## config.mk

```make
export PLATFORM = sky130hd
export DESIGN_NAME = countdown_timer
export DESIGN_NICKNAME = d
export VERILOG_FILES = /design/src/rtl/countdown_pkg.sv /design/src/rtl/down_counter_bit.sv /design/src/rtl/countdown_timer.sv
export SDC_FILE = /design/constraint.sdc
export NUM_CORES = 1
export LEC_CHECK = 0
export ABC_AREA = 1
export BUFFER_PORTS_ARGS = -buffer_cell sky130_fd_sc_hd__buf_4
export CORE_AREA = 2 2 39 41
export CTS_CLUSTER_DIAMETER = 150
export DETAILED_ROUTE_END_ITERATION = 10
export DIE_AREA = 0 0 41 43
export GPL_ROUTABILITY_DRIVEN = 0
export PLACE_DENSITY = 0.55
export RECOVER_POWER = 100
export SYNTH_ARGS = -nofsm -noshare
export SYNTH_HDL_FRONTEND = slang
export SYNTH_SLANG_ARGS = --single-unit
export TNS_END_PERCENT = 5
```

## constraint.sdc

```tcl
create_clock -name clock -period 2.2 [get_ports clock]
set_clock_uncertainty 0.2 [all_clocks]
set_input_delay 0.22 -clock clock [delete_from_list [all_inputs] [get_ports clock]]
set_output_delay 0.22 -clock clock [all_outputs]
set_load 0.005 [all_outputs]
```

## src/rtl/countdown_pkg.sv

```systemverilog
// rtl/countdown_pkg.sv - shared types and defaults for the countdown timer
//
// Purpose: FSM state encoding and the default counter width.
// Ports:   none (package).
package countdown_pkg;

   localparam int DEFAULT_WIDTH = 4;

   typedef enum logic {
      ST_IDLE,
      ST_RUN
   } state_t;

endpackage

```

## src/rtl/down_counter_bit.sv

```systemverilog
// rtl/down_counter_bit.sv - one bit slice of the rippling down-counter
//
// Purpose: full subtractor (subtrahend fixed at the incoming borrow) feeding
//          a D flip-flop; a parallel load overrides the decrement.
// Ports:
//   clock      rising-edge clock
//   reset      synchronous, active-low reset (clears q)
//   load       take load_bit instead of the subtractor result
//   load_bit   value to load into this slice
//   borrow_in  borrow from the next lower slice (slice 0: decrement enable)
//   borrow_out borrow passed to the next higher slice
//   q          registered bit value
module down_counter_bit (
   input  logic clock,
   input  logic reset,
   input  logic load,
   input  logic load_bit,
   input  logic borrow_in,
   output logic borrow_out,
   output logic q
);

   logic diff;

   // q - borrow_in: the bit flips when borrowed from, and borrows upward
   // only when it was already 0.
   assign diff       = q ^ borrow_in;
   assign borrow_out = borrow_in & ~q;

   always_ff @(posedge clock) begin
      if (!reset) begin
         q <= 1'b0;
      end else if (load) begin
         q <= load_bit;
      end else begin
         q <= diff;
      end
   end

endmodule

```

## src/rtl/countdown_timer.sv

```systemverilog
// rtl/countdown_timer.sv - loadable, pausable down-counter with done pulse
//
// Purpose: loads a value, counts down one per unpaused cycle while running,
//          and pulses done for one cycle when the count reaches zero.
// Optional feature macro: COUNTDOWN_AUTO_RELOAD_EN - on reaching zero the
//          count reloads from the last loaded value and the run continues,
//          giving a periodic done tick; only load (or reset) stops it.
// Ports:
//   clock       rising-edge clock
//   reset       synchronous, active-low reset
//   load        load load_value (highest priority after reset), go idle
//   load_value  value to load
//   start       begin counting from the current count (idle only)
//   pause       hold everything while running
//   count       current registered count
//   busy        high while running
//   done        one-cycle pulse when the count reaches zero
module countdown_timer
   import countdown_pkg::*;
#(
   parameter int WIDTH = DEFAULT_WIDTH
) (
   input  logic             clock,
   input  logic             reset,
   input  logic             load,
   input  logic [WIDTH-1:0] load_value,
   input  logic             start,
   input  logic             pause,
   output logic [WIDTH-1:0] count,
   output logic             busy,
   output logic             done
);

   state_t           state;
   logic             run_step;
   logic             at_one;
   logic             terminal;
   logic             enable;
   logic             bit_load;
   logic [WIDTH-1:0] bit_value;
   logic [WIDTH:0]   borrow;
   logic [WIDTH-1:0] end_value;

`ifdef COUNTDOWN_AUTO_RELOAD_EN
   logic [WIDTH-1:0] reload_reg;
   assign end_value = reload_reg;
`else
   assign end_value = '0;
`endif

   assign run_step = (state == ST_RUN) && !pause;
   assign at_one   = (count == WIDTH'(1));

   // The 1 -> 0 (or 1 -> reload) step goes through the parallel load path
   // rather than the borrow chain, so the chain only ever handles count > 1.
   assign terminal = run_step && at_one && !load;
   assign enable   = run_step && !at_one && !load;

   assign bit_load  = load || terminal;
   assign bit_value = load ? load_value : end_value;

   assign borrow[0] = enable;

   genvar i;
   generate
      for (i = 0; i < WIDTH; i++) begin : g_bit
         down_counter_bit u_bit (
            .clock      (clock),
            .reset      (reset),
            .load       (bit_load),
            .load_bit   (bit_value[i]),
            .borrow_in  (borrow[i]),
            .borrow_out (borrow[i+1]),
            .q          (count[i])
         );
      end
   endgenerate

   // RUN is only entered with a non-zero count and always leaves (or
   // reloads) at one, so the chain must never borrow out of the top bit.
   underflow_never : assert property (@(posedge clock) disable iff (!reset) !borrow[WIDTH]);

   always_ff @(posedge clock) begin
      if (!reset) begin
         state <= ST_IDLE;
         done  <= 1'b0;
      end else begin
         done <= 1'b0;
         if (load) begin
            state <= ST_IDLE;
         end else if (state == ST_IDLE) begin
            if (start) begin
               if (count == '0) begin
                  done <= 1'b1;
               end else begin
                  state <= ST_RUN;
               end
            end
         end else if (terminal) begin
            done <= 1'b1;
`ifdef COUNTDOWN_AUTO_RELOAD_EN
            state <= ST_RUN;
`else
            state <= ST_IDLE;
`endif
         end
      end
   end

`ifdef COUNTDOWN_AUTO_RELOAD_EN
   always_ff @(posedge clock) begin
      if (!reset) begin
         reload_reg <= '0;
      end else if (load) begin
         reload_reg <= load_value;
      end
   end
`endif

   assign busy = (state == ST_RUN);

endmodule

```

==> results.md <==
* Setup Fix Bufs, Post-CTS at 0
* Ranking of synthesized cells by area: dfxtp_1 31%, ha_1 9.6%, nand3_1 7.7%
* Largest net degree at the start of global routing at 7
* Synth Area in Simple Gates at 31.4%
* XOR/XNOR share of the synthesized area at 2.24%
* Storage cell area at 120 µm²
* Synth Area in Compound Gates at 8.65%
* TNS Setup at 0 ps
* Worst R2R Start: g_bit[0].u_bit.q
* Starting DRC count in detailed routing at 0
* Syn Nets at 64
* H-tree levels at 1
* Drt total wl at 712 µm
* Core Footprint at 1380 µm²
* CTS sink cnt at 6
* Unique cell type count in the Yosys netlist at 16
* Share of the synthesized area in the top cell type at 30.8%
* First-pass GRT wire length at 1190 µm
* Fill count at 157
* Post-CTS resize count at 0
* Remaining antenna violation count after routing at 0
* Power Density at 548 nW/µm²
* Top cell type by total area after synthesis: dfxtp_1
* # port buffers at 14
* RSZ-0062 raised after global routing: no
* Post-route cell area at 500 µm²
* Hold_sp: load_value[0]
* Crit path max fanout at 4
* R2R Path End: g_bit[3].u_bit.q
* Hold Crit Class: in2reg
* TritonCTS Buffers at 3
* TritonRoute pass-1 iters at 1
* CTS Hold Bufs at 0
* Ant diodes at 0
* Synth top cells by count: 7 x inv_1, 7 x nand2_1, 6 x dfxtp_1, 6 x nand3_1, 5 x a21oi_1
* Area growth from synthesis to final layout at 28.2%
* Final std cells w/o fill at 81
* Final Critical Period at 1970 ps
* Synth Register Bits at 6
* Clk buf depth at 2
* Hold depth at 3
* Max_slew headroom at 80.7%
* Clock Latency Late Sink at 240 ps
* Leakage at 0.264 nW
* Core Rows at 14
* Initial antenna violation count at 0
* Hold Violations, Final at 0
* Yosys warns at 0
* GRT Resource Usage Total at 10.3%
* Wire length per cell at 8.79 µm
* Clk slew on worst S/H paths at 50 ps
* CTS tree: done
* Post-synthesis average cell area at 7.51 µm²
* Worst VDD drop at 0.181 mV
* Mapped Cells at 52
* HPWL Detailed at 606 µm
* Cell Area, Synth at 390 µm²
* Synth async-reset ratio at 0%
* Largest family of logic cells by synthesized area: simple AND/OR/NAND/NOR gates
* Fin nets at 79
* Hold EP: g_bit[0].u_bit.q
* DIE AREA at 1760 µm²
* Setup Crit Path Kind: reg2reg
* Sequential area share after synthesis at 30.8%
* FMAX at 0.508 GHz
* Area of placed instances at 485 µm²
* Worst reg2reg setup slack at 230 ps
* Area of the multi-input gates at 195 µm²
* Grt total ovfl at 0
* Vias in the first global route at 331
* Final worst-path cycle share at 89.5%
* Die Ht at 43 µm
* Post-synth EDFFs at 0
* Mux share of post-synthesis cell area at 0%
* Starting density of the core at 28.2%
* Die boundary width at 41 µm
* DRC at 0
* Max-Cap Viols at 0
* Placed cells at 78
* Critical Path RT at 2170 ps
* Final setup viols at 0
* Total number of vias at 345
* Adder-Cell Fraction of Synth Area at 9.62%
* Worst Setup Start Kind: flop
* Via density at 4.26
* Max-slew violations at 0
* Cell count of the worst reg-to-reg path at 9
* Outcome: completed
* Worst EP arrival at 1940 ps
* Share of cells above drive strength 1 at 38.5%
* Worst-margin pin slew at 288 ps
* CTS root buffer: clkbuf_4
* Crit end category: flop
* # IOs at 15
* Top FF cell, synth: dfxtp_1
## flip-flops by register name, summed over array words and instances (netlist names)
register       cells
busy               1
done               1
g_bit.u_bit.q      4
## through the flow
step / hold slack [ps] / power [mW] / utilization (%) / worst slack (ps)
3_3_place_gp: 268 / 0.177 / 35.1 / 360
3_5_place_dp: 271 / 0.177 / 35.1 / 344
2_1_floorplan: 160 / 0.156 / - / 460
4_1_cts: 33.2 / 0.281 / 36.7 / 316
5_1_grt: 28.5 / 0.298 / 36.2 / 129
6_report: 38.9 / 0.274 / 36.2 / 232
## cell families (layout without fill, tap and decap cells)
kind of cell / after synthesis / count (layout)
AND/OR/NAND/NOR: 22 / 22
AO/OA/AOI/OAI: 6 / 6
XOR/XNOR: 1 / 1
flip-flops: 6 / 6
buffers and inverters: 14 / 27
adder cells (fa/ha/maj): 3 / 3
## routing by layer
layer	track usage (%)	vias to the layer above	share of wire [%]
li1	-	187	-
met1	10.9	153	43
met2	15.0	5	55
met3	3.14	0	2.5
met4	10.0	0	0
met5	0	-	0
## where the power goes
group	internal, mW	total, mW	switching (mW)
Clock	0.0618	0.103	0.0407
Sequential	0.115	0.120	0.00500
Combinational	0.0266	0.0517	0.0251
## layout make-up
cell class                      count  share of cell area (%)
Clock buffer                        3                    4.50
Inverter                           10                    7.50
Multi-Input combinational cell     32                    39.0
Sequential cell                     6                    24.0
Tap cell                           16                    4.00
Timing Repair Buffer               14                    21.0
## cell usage in the layout, fill, tap and decap left out, types with 3 or more instances in the layout
cell type,netlist,layout
buf_4,4,8
nand3_1,6,6
dfxtp_1,6,6
ha_1,3,3
nor2_1,2,3
a21oi_1,5,5
inv_2,3,3
nand2_1,7,7
clkbuf_4,0,9
inv_1,7,7
## worst max-delay path, stage by stage, from the launching register on
cell,delay [ps]
dfxtp_1,380
nand2_2,60
nor2_1,250
nor4_1,90
ha_1,190
ha_1,170
ha_1,180
xor2_1,160
nand3_1,90
a21oi_1,120
## how the worst max path moves through the flow
stage                           from                to  slack (ps)  depth (start not counted)
floorplan           g_bit[0].u_bit.q  g_bit[3].u_bit.q         460                          9
global placement    g_bit[0].u_bit.q  g_bit[3].u_bit.q         360                          9
detailed placement  g_bit[0].u_bit.q  g_bit[3].u_bit.q         340                          9
CTS                 g_bit[0].u_bit.q  g_bit[3].u_bit.q         320                          9
global route        g_bit[0].u_bit.q  g_bit[3].u_bit.q         130                          9
finish              g_bit[0].u_bit.q  g_bit[3].u_bit.q         230                          9
No activity file was read; power rests on OpenSTA's default activity.
